===== src/rtl/lcd_pkg.sv =====
// Shared types and constants for the HD44780 LCD register-window controller.
package lcd_pkg;

  typedef enum logic [2:0] {
    ST_PWR_WAIT = 3'd0,
    ST_INIT     = 3'd1,
    ST_SETUP    = 3'd2,
    ST_EN_HI    = 3'd3,
    ST_HOLD     = 3'd4,
    ST_EXEC     = 3'd5,
    ST_IDLE     = 3'd6
  } lcd_state_t;

  // Power-on init commands: 8-bit/2-line, display on, clear, entry mode.
  localparam int unsigned INIT_LEN = 4;
  localparam logic [7:0] INIT_ROM [INIT_LEN] = '{8'h38, 8'h0C, 8'h01, 8'h06};

  // Store-data bit positions.
  localparam int unsigned BIT_ON   = 31;
  localparam int unsigned BIT_CTRL = 30;
  localparam int unsigned BIT_RS   = 9;

  // Status read-back bit positions.
  localparam int unsigned STAT_BUSY      = 0;
  localparam int unsigned STAT_INIT_DONE = 1;
  localparam int unsigned STAT_OVERRUN   = 2;

  // Register window decoded by the LSU input mux.
  localparam logic [15:0] LCD_ADDR = 16'h7030;

  function automatic int unsigned max_u(input int unsigned a, input int unsigned b);
    return (a > b) ? a : b;
  endfunction

endpackage


===== src/rtl/lcd_controller_timer.sv =====
// Loadable down-counter; o_done flags the last cycle of the current state.
module lcd_timer #(
  parameter int          W       = 8,
  parameter int unsigned RST_VAL = 1
) (
  input  logic         i_clk,
  input  logic         i_reset,
  input  logic         i_load,
  input  logic [W-1:0] i_load_val,
  output logic         o_done
);

  logic [W-1:0] r_cnt;

  // Reload on state entry, otherwise count down and park at 1.
  always_ff @(posedge i_clk or posedge i_reset) begin
    if (i_reset) begin
      r_cnt <= W'(RST_VAL);
    end else if (i_load) begin
      r_cnt <= i_load_val;
    end else if (r_cnt > W'(1)) begin
      r_cnt <= r_cnt - W'(1);
    end
  end

  assign o_done = (r_cnt == W'(1));

endmodule


===== src/rtl/lcd_controller.sv =====
// Turns CPU stores into timed HD44780 write cycles and runs power-on init.
module lcd_controller
  import lcd_pkg::*;
#(
  parameter int unsigned T_PWR   = 750000,
  parameter int unsigned T_SETUP = 4,
  parameter int unsigned T_EN    = 25,
  parameter int unsigned T_HOLD  = 4,
  parameter int unsigned T_EXEC  = 2000,
  parameter int unsigned T_CLEAR = 80000
) (
  input  logic        i_clk,
  input  logic        i_reset,
  input  logic        i_lcd_wr,
  input  logic [31:0] i_lcd_data,
  output logic [31:0] o_lcd_status,
  output logic [7:0]  o_lcd_data,
  output logic        o_lcd_rs,
  output logic        o_lcd_rw,
  output logic        o_lcd_en,
  output logic        o_lcd_on
);

  localparam int unsigned P_MAX = max_u(max_u(max_u(T_PWR, T_SETUP), max_u(T_EN, T_HOLD)),
                                        max_u(T_EXEC, T_CLEAR));
  localparam int CW = $clog2(P_MAX) + 1;

  lcd_state_t    r_state, w_next;
  logic          r_busy, r_en, r_rs, r_on, r_overrun, r_init_done;
  logic [7:0]    r_data;
  logic [2:0]    r_init_idx;
  logic          w_done, w_load, w_init_issue, w_is_clear;
  logic          w_strobe_ctrl, w_strobe_cmd, w_accept;
  logic [CW-1:0] w_load_val;
  logic          w_unused_data;

  assign w_strobe_ctrl = i_lcd_wr &&  i_lcd_data[BIT_CTRL];
  assign w_strobe_cmd  = i_lcd_wr && !i_lcd_data[BIT_CTRL];
  assign w_accept      = w_strobe_cmd && (r_state == ST_IDLE);
  assign w_is_clear    = !r_rs && (r_data[7:2] == '0) && (r_data[1:0] != '0);
  assign w_unused_data = ^{i_lcd_data[29:10], i_lcd_data[8]};

  // Next-state selection.
  always_comb begin
    w_next       = r_state;
    w_init_issue = 1'b0;
    case (r_state)
      ST_PWR_WAIT: if (w_done) w_next = ST_INIT;
      ST_INIT:     w_next = ST_INIT;
      ST_SETUP:    if (w_done) w_next = ST_EN_HI;
      ST_EN_HI:    if (w_done) w_next = ST_HOLD;
      ST_HOLD:     if (w_done) w_next = ST_EXEC;
      ST_EXEC:     if (w_done) w_next = (r_init_idx == 3'(INIT_LEN)) ? ST_IDLE : ST_INIT;
      ST_IDLE:     if (w_accept) w_next = ST_SETUP;
      default:     w_next = ST_PWR_WAIT;
    endcase
    // INIT occupies no cycle: it resolves straight into SETUP for the next ROM entry
    if (w_next == ST_INIT) begin
      w_init_issue = 1'b1;
      w_next       = ST_SETUP;
    end
  end

  // Dwell time of the state being entered.
  always_comb begin
    w_load_val = '0;
    case (w_next)
      ST_SETUP: w_load_val = CW'(T_SETUP);
      ST_EN_HI: w_load_val = CW'(T_EN);
      ST_HOLD:  w_load_val = CW'(T_HOLD);
      ST_EXEC:  w_load_val = w_is_clear ? CW'(T_CLEAR) : CW'(T_EXEC);
      default:  w_load_val = CW'(T_PWR);
    endcase
  end

  assign w_load = (w_next != r_state);

  lcd_timer #(
    .W       (CW),
    .RST_VAL (T_PWR)
  ) u_timer (
    .i_clk      (i_clk),
    .i_reset    (i_reset),
    .i_load     (w_load),
    .i_load_val (w_load_val),
    .o_done     (w_done)
  );

  // State register plus registered busy/EN/init progress.
  always_ff @(posedge i_clk or posedge i_reset) begin
    if (i_reset) begin
      r_state     <= ST_PWR_WAIT;
      r_busy      <= 1'b1;
      r_en        <= 1'b0;
      r_init_idx  <= '0;
      r_init_done <= 1'b0;
    end else begin
      r_state <= w_next;
      r_busy  <= (w_next != ST_IDLE);
      r_en    <= (w_next == ST_EN_HI);
      if (w_init_issue) r_init_idx <= r_init_idx + 3'd1;
      if (w_next == ST_IDLE) r_init_done <= 1'b1;
    end
  end

  // LCD bus: ROM entries during init, latched store data afterwards.
  always_ff @(posedge i_clk or posedge i_reset) begin
    if (i_reset) begin
      r_data <= '0;
      r_rs   <= 1'b0;
      r_on   <= 1'b0;
    end else begin
      if (r_state == ST_PWR_WAIT) r_on <= 1'b1;
      if (w_init_issue) begin
        r_data <= INIT_ROM[r_init_idx[1:0]];
        r_rs   <= 1'b0;
      end else if (w_accept) begin
        r_data <= i_lcd_data[7:0];
        r_rs   <= i_lcd_data[BIT_RS];
        r_on   <= i_lcd_data[BIT_ON];
      end
    end
  end

  // Sticky overrun: set by a dropped command, cleared by a control write.
  always_ff @(posedge i_clk or posedge i_reset) begin
    if (i_reset) begin
      r_overrun <= 1'b0;
    end else if (w_strobe_ctrl) begin
      r_overrun <= 1'b0;
    end else if (w_strobe_cmd && (r_state != ST_IDLE)) begin
      r_overrun <= 1'b1;
    end
  end

  // Status word assembly.
  always_comb begin
    o_lcd_status                 = '0;
    o_lcd_status[STAT_BUSY]      = r_busy;
    o_lcd_status[STAT_INIT_DONE] = r_init_done;
    o_lcd_status[STAT_OVERRUN]   = r_overrun;
  end

  assign o_lcd_data = r_data;
  assign o_lcd_rs   = r_rs;
  assign o_lcd_rw   = 1'b0;
  assign o_lcd_en   = r_en;
  assign o_lcd_on   = r_on;

endmodule


===== config.mk =====
export PLATFORM = sky130hd
export DESIGN_NAME = lcd_controller
export DESIGN_NICKNAME = d
export VERILOG_FILES = /design/src/rtl/lcd_pkg.sv /design/src/rtl/lcd_controller_timer.sv /design/src/rtl/lcd_controller.sv
export SDC_FILE = /design/constraint.sdc
export NUM_CORES = 1
export LEC_CHECK = 0
export CORE_ASPECT_RATIO = 1.1
export CORE_MARGIN = 2
export CORE_UTILIZATION = 45
export CTS_BUF_LIST = sky130_fd_sc_hd__clkbuf_4
export CTS_CLUSTER_DIAMETER = 120
export DETAILED_ROUTE_END_ITERATION = 7
export HOLD_SLACK_MARGIN = 0.12
export PLACE_DENSITY = 0.88
export SLEW_MARGIN = 20
export SYNTH_ARGS = -nofsm -noshare
export SYNTH_HDL_FRONTEND = slang
export SYNTH_HIERARCHICAL = 1
export SYNTH_SLANG_ARGS = --single-unit

===== constraint.sdc =====
create_clock -name i_clk -period 2.9 [get_ports i_clk]
set_clock_uncertainty 0.1 [all_clocks]
set_input_delay 0.87 -clock i_clk [delete_from_list [all_inputs] [get_ports i_clk]]
set_output_delay 0.87 -clock i_clk [all_outputs]
set_load 0.05 [all_outputs]

==> results <==
- The flow ran to the end, but the final reports show violations.
- The checks that failed: negative setup slack.
- The power density over the cells is 339 nW/µm².
- The area of the core is 5840 µm².
- Signal routing reaches up to met4.
- The final count of hold timing violations is 0.
- The worst setup path is of the flop to flop kind.
- The die is about 86 µm tall.
- Counting flops with a built-in enable in the synthesized netlist gives 0.
- Routability-driven placement finished with a final weighted congestion of 0.859.
- The initial utilization of the core area, before any placement, comes to 47.2%.
- The mapped cell area is roughly 2800 µm².
- The post-detailed-route wirelength per cell is 15.8 µm.
- The fill cell total of the finished layout is 432.
- In the synthesized netlist, the cells that appear most often are buf_4 (35), nand2_1 (35), dfrtp_1 (30), xnor2_1 (18), nor2_1 (15).
- Across every metal layer, demand over resource in global routing totals a little under a fifth.
- Combinational logic burns 12.9% of the power.
- TritonCTS built the clock tree.
- The worst slack at placement is -0.0926 ns.
- The tightest min-delay check is of the flop to flop type.
- The worst path arrival time is between 3 and 4 ns.
- The count of vias placed by the detailed router is 2342.
- The net switching share of the total power is 28.0%.
- The primary flip-flop cell chosen by synthesis mapping is dfrtp_1.
- The post-DP HPWL is between 4000 and 5000 µm.
- Setup violations remaining at the end of the flow were counted as 14.
- The total wire length after detailed routing is ~7000 µm.
- The worst pin sits at a relative slew slack of 45.6%.
- The pre-antenna-repair detailed-routing pass consisted of 4 iterations.
- After synthesis, the share of flip-flops with an asynchronous set or reset is 100%.
- The total routed wire length on the met1 layer is roughly 2800 µm.
- Summed over all nets, the switching power comes to 0.339 mW.
- The kind of launch point of the worst setup path is a flop.
- The logic depth of the worst register-to-register path is 10.
- The shortest period the worst path allows is between 3 and 4 ns.
- The synthesized netlist contains 66 unique library cells.
- The number of pins with negative max-slew slack in the final report is 0.
- The maximum achievable frequency is 322 MHz.
- Pin placement for this block handled 79 I/O pins.
- The first-pass GRT wire length is 10200 µm.
- The top cell type by area accounts for between 20 and 30% of the synthesized area.
- The gate count of the mapped netlist is 290.
- The via count of the first global-routing pass was 2224.
- The worst-case IR drop observed on VDD is 0.345 mV.
- The total number of nets in the final design is 404.
- The latest clock arrival within the worst-skew pair is approximately 0.38 ns.
- The clock slew seen by the registers of the worst setup and hold paths is 0.13 ns.
- The number of sinks driven by the clock tree is 41.
- Entering global routing, the biggest net connects 22 pins.
- The clock network burns 39.2% of the power.
- The number of design-rule violations left by the first detailed-router iteration is 148.
- The floorplan has 29 rows.
- The fraction of final layout cells with drive strength greater than 1 is between 30% and 40%.
- In this run the remaining antenna-violating nets after routing total 0.
- The post-synthesis average cell area is 9.50 µm².
- STA classifies the critical path endpoint as a flop.
- In the routed design, unresolved DRC markers number 0.
- After synthesis the netlist holds a flip-flop and latch count of 41.
- The register share of total power is 48.0%.
- The critical path data required time is 3.09 ns.
- The critical-path maximum fanout is 5.
- The overall power of the completed layout is between 1 and 1.5 mW.
- Along the worst hold path, the cell count comes to 1.
- The number of antenna violations at the first check in global routing is 1.
- The synthesis warning total is 6.
- The post-synthesis sequential area ratio is 37.7%.
- After detailed routing, the met2 layer carries 3580 µm of wire.
- The floorplan step defined a die boundary enclosing 6770 µm².
- The standby leakage power is 1.50 nW.
- The CTS buffer count is 5.
- The die is 78.6 µm wide.
- The library cell occupying the most area in the post-synthesis netlist is dfrtp_1.
- During placement, the flow inserted port buffers numbering 27.
- The internal power of the cells totals 0.874 mW.
- Max-cap violations in this run came to 0.
- After detailed routing, the number of vias per cell comes to ~5.3.
- No sink is reached through more buffers than the 2 on the longest clock path.
- Relative to the synthesized area, the layout overhead comes to 29.7%.
- After synthesis, the cell types taking the most area are dfrtp_1 (27%), dfstp_2 (10%), buf_4 (9.5%).
- The remaining global-route overflow is 0.
- Setup repair after global routing could not meet its margin everywhere.
- The worst setup slack after layout is -0.205 ns.
- The clock tree root driver cell is clkbuf_4.
- For the pin with the worst max-slew slack, the measured transition is 0.815 ns.
- The routed wire length on met3 is 313 µm.
- The post-route fraction of the period consumed by the critical path is 107%.
- The cts-stage hold buffer count is 0.
- The number of H-tree levels is 2.
==> critical path: stages, from the launching register on <==
cell	delay (ns)
dfstp_2	0.39
or4_4	0.54
or4b_4	0.55
nor2_4	0.16
a21boi_4	0.21
o31a_1	0.20
and2_4	0.21
mux2_4	0.31
o21ai_2	0.15
nand2_1	0.12
o31ai_2	0.08
==> power groups by stage <==
stage               combinational [mW]  sequential (mW)  clock (mW)
floorplan                        0.139            0.604           0
global placement                 0.153            0.592           0
detailed placement               0.154            0.592           0
CTS                              0.154            0.582       0.472
global route                     0.163            0.583       0.497
finish                           0.156            0.582       0.475
==> sequential cells by signal, summed over array words and instances (netlist names) <==
signal         count
r_overrun          1
o_lcd_on           1
u_timer/r_cnt     21
r_busy             1
r_state            3
o_lcd_data         8
r_init_idx         3
r_init_done        1
o_lcd_rs           1
o_lcd_en           1
==> worst paths after layout <==
| path | from | to | slack [ns] |
|---|---|---|---|
| setup / recovery | u_timer/r_cnt[17] | u_timer/r_cnt[4] | -0.21 |
| hold / removal | r_init_done | r_init_done | 0.41 |
| setup reg to reg | u_timer/r_cnt[17] | u_timer/r_cnt[4] | -0.21 |
| hold reg to reg | r_init_done | r_init_done | 0.41 |
| max in group asynchronous | i_reset | r_init_idx[1] | 1.32 |
| min in group asynchronous | i_reset | u_timer/r_cnt[2] | 0.75 |
==> metrics by stage <==
stage / setup TNS [ns] / area (µm²) / utilization (%) / hold WS (ns) / cells
after floorplan: -0.00180 / 2900 / - / 0.335 / 323
after global placement: -0.395 / 3250 / 55.7 / 0.351 / 423
after detailed placement: -1.12 / 3250 / 55.7 / 0.371 / 423
after CTS: -0.676 / 3400 / 58.2 / 0.400 / 432
after global routing: -2.24 / 3570 / 61.2 / 0.451 / 443
final: -0.969 / 3570 / 61.2 / 0.406 / 443
==> logic make-up (layout without fill, tap and decap cells) <==
| kind of cell | Yosys count | after routing | share of synthesized area (%) |
|---|---|---|---|
| compound gates | 63 | 63 | 16.9 |
| xor+xnor | 22 | 22 | 6.99 |
| fa+ha+maj | 5 | 5 | 2.27 |
| buf+inv | 58 | 100 | 13.4 |
| flops | 41 | 41 | 37.7 |
| mux | 4 | 4 | 1.63 |
| other cells | 1 | 35 | 0.136 |
| simple gates | 96 | 96 | 20.9 |
==> final cells by class <==
cell class	count	area (µm²)	area share, %
Tap cell	77	96.3	2.70
Clock buffer	5	37.5	1.05
Antenna cell	1	2.50	0.0700
Multi-Input combinational cell	224	1560	43.7
Sequential cell	41	1040	29.1
Timing Repair Buffer	77	714	20.0
Clock inverter	3	65.1	1.82
Inverter	15	56.3	1.58
==> timing repair <==
item	CTS	global route
gates resized for setup	7	26
pin swaps	4	10
cloned	0	1
endpoints found under the setup margin	22	30
endpoints found under the hold margin	0	0
buffers inserted	1	9
==> per-layer routing <==
| metal | vias up | track usage [%] |
|---|---|---|
| li1 | 1083 | - |
| met5 | - | 0 |
| met4 | 0 | 10.5 |
| met3 | 23 | 3.37 |
| met2 | 89 | 33.2 |
| met1 | 1147 | 22.4 |
==> placed cells by master (no fill, tap or decap), types with 3 or more instances in the layout <==
cell	Yosys	routed
nand2_1	35	33
nor2_1	15	12
mux2i_1	3	3
clkbuf_4	0	5
o21ai_1	11	14
dfrtp_1	30	30
a22o_1	3	3
a21oi_1	5	4
conb_1	1	34
nor3b_1	3	3
ha_1	5	5
clkdlybuf4s50_1	0	27
o21ai_2	2	5
buf_6	2	7
buf_4	35	40
inv_1	12	11
inv_2	3	4
dfstp_2	11	11
xnor2_1	18	18
o21ai_0	13	7
nor2_4	0	3
nor3_1	7	6
nor4_4	3	3
or4_1	5	5
a21o_1	5	5
xor2_1	4	4
o31ai_1	6	4
nand3_1	3	3
Note: power is estimated with default switching activity, not from simulation.
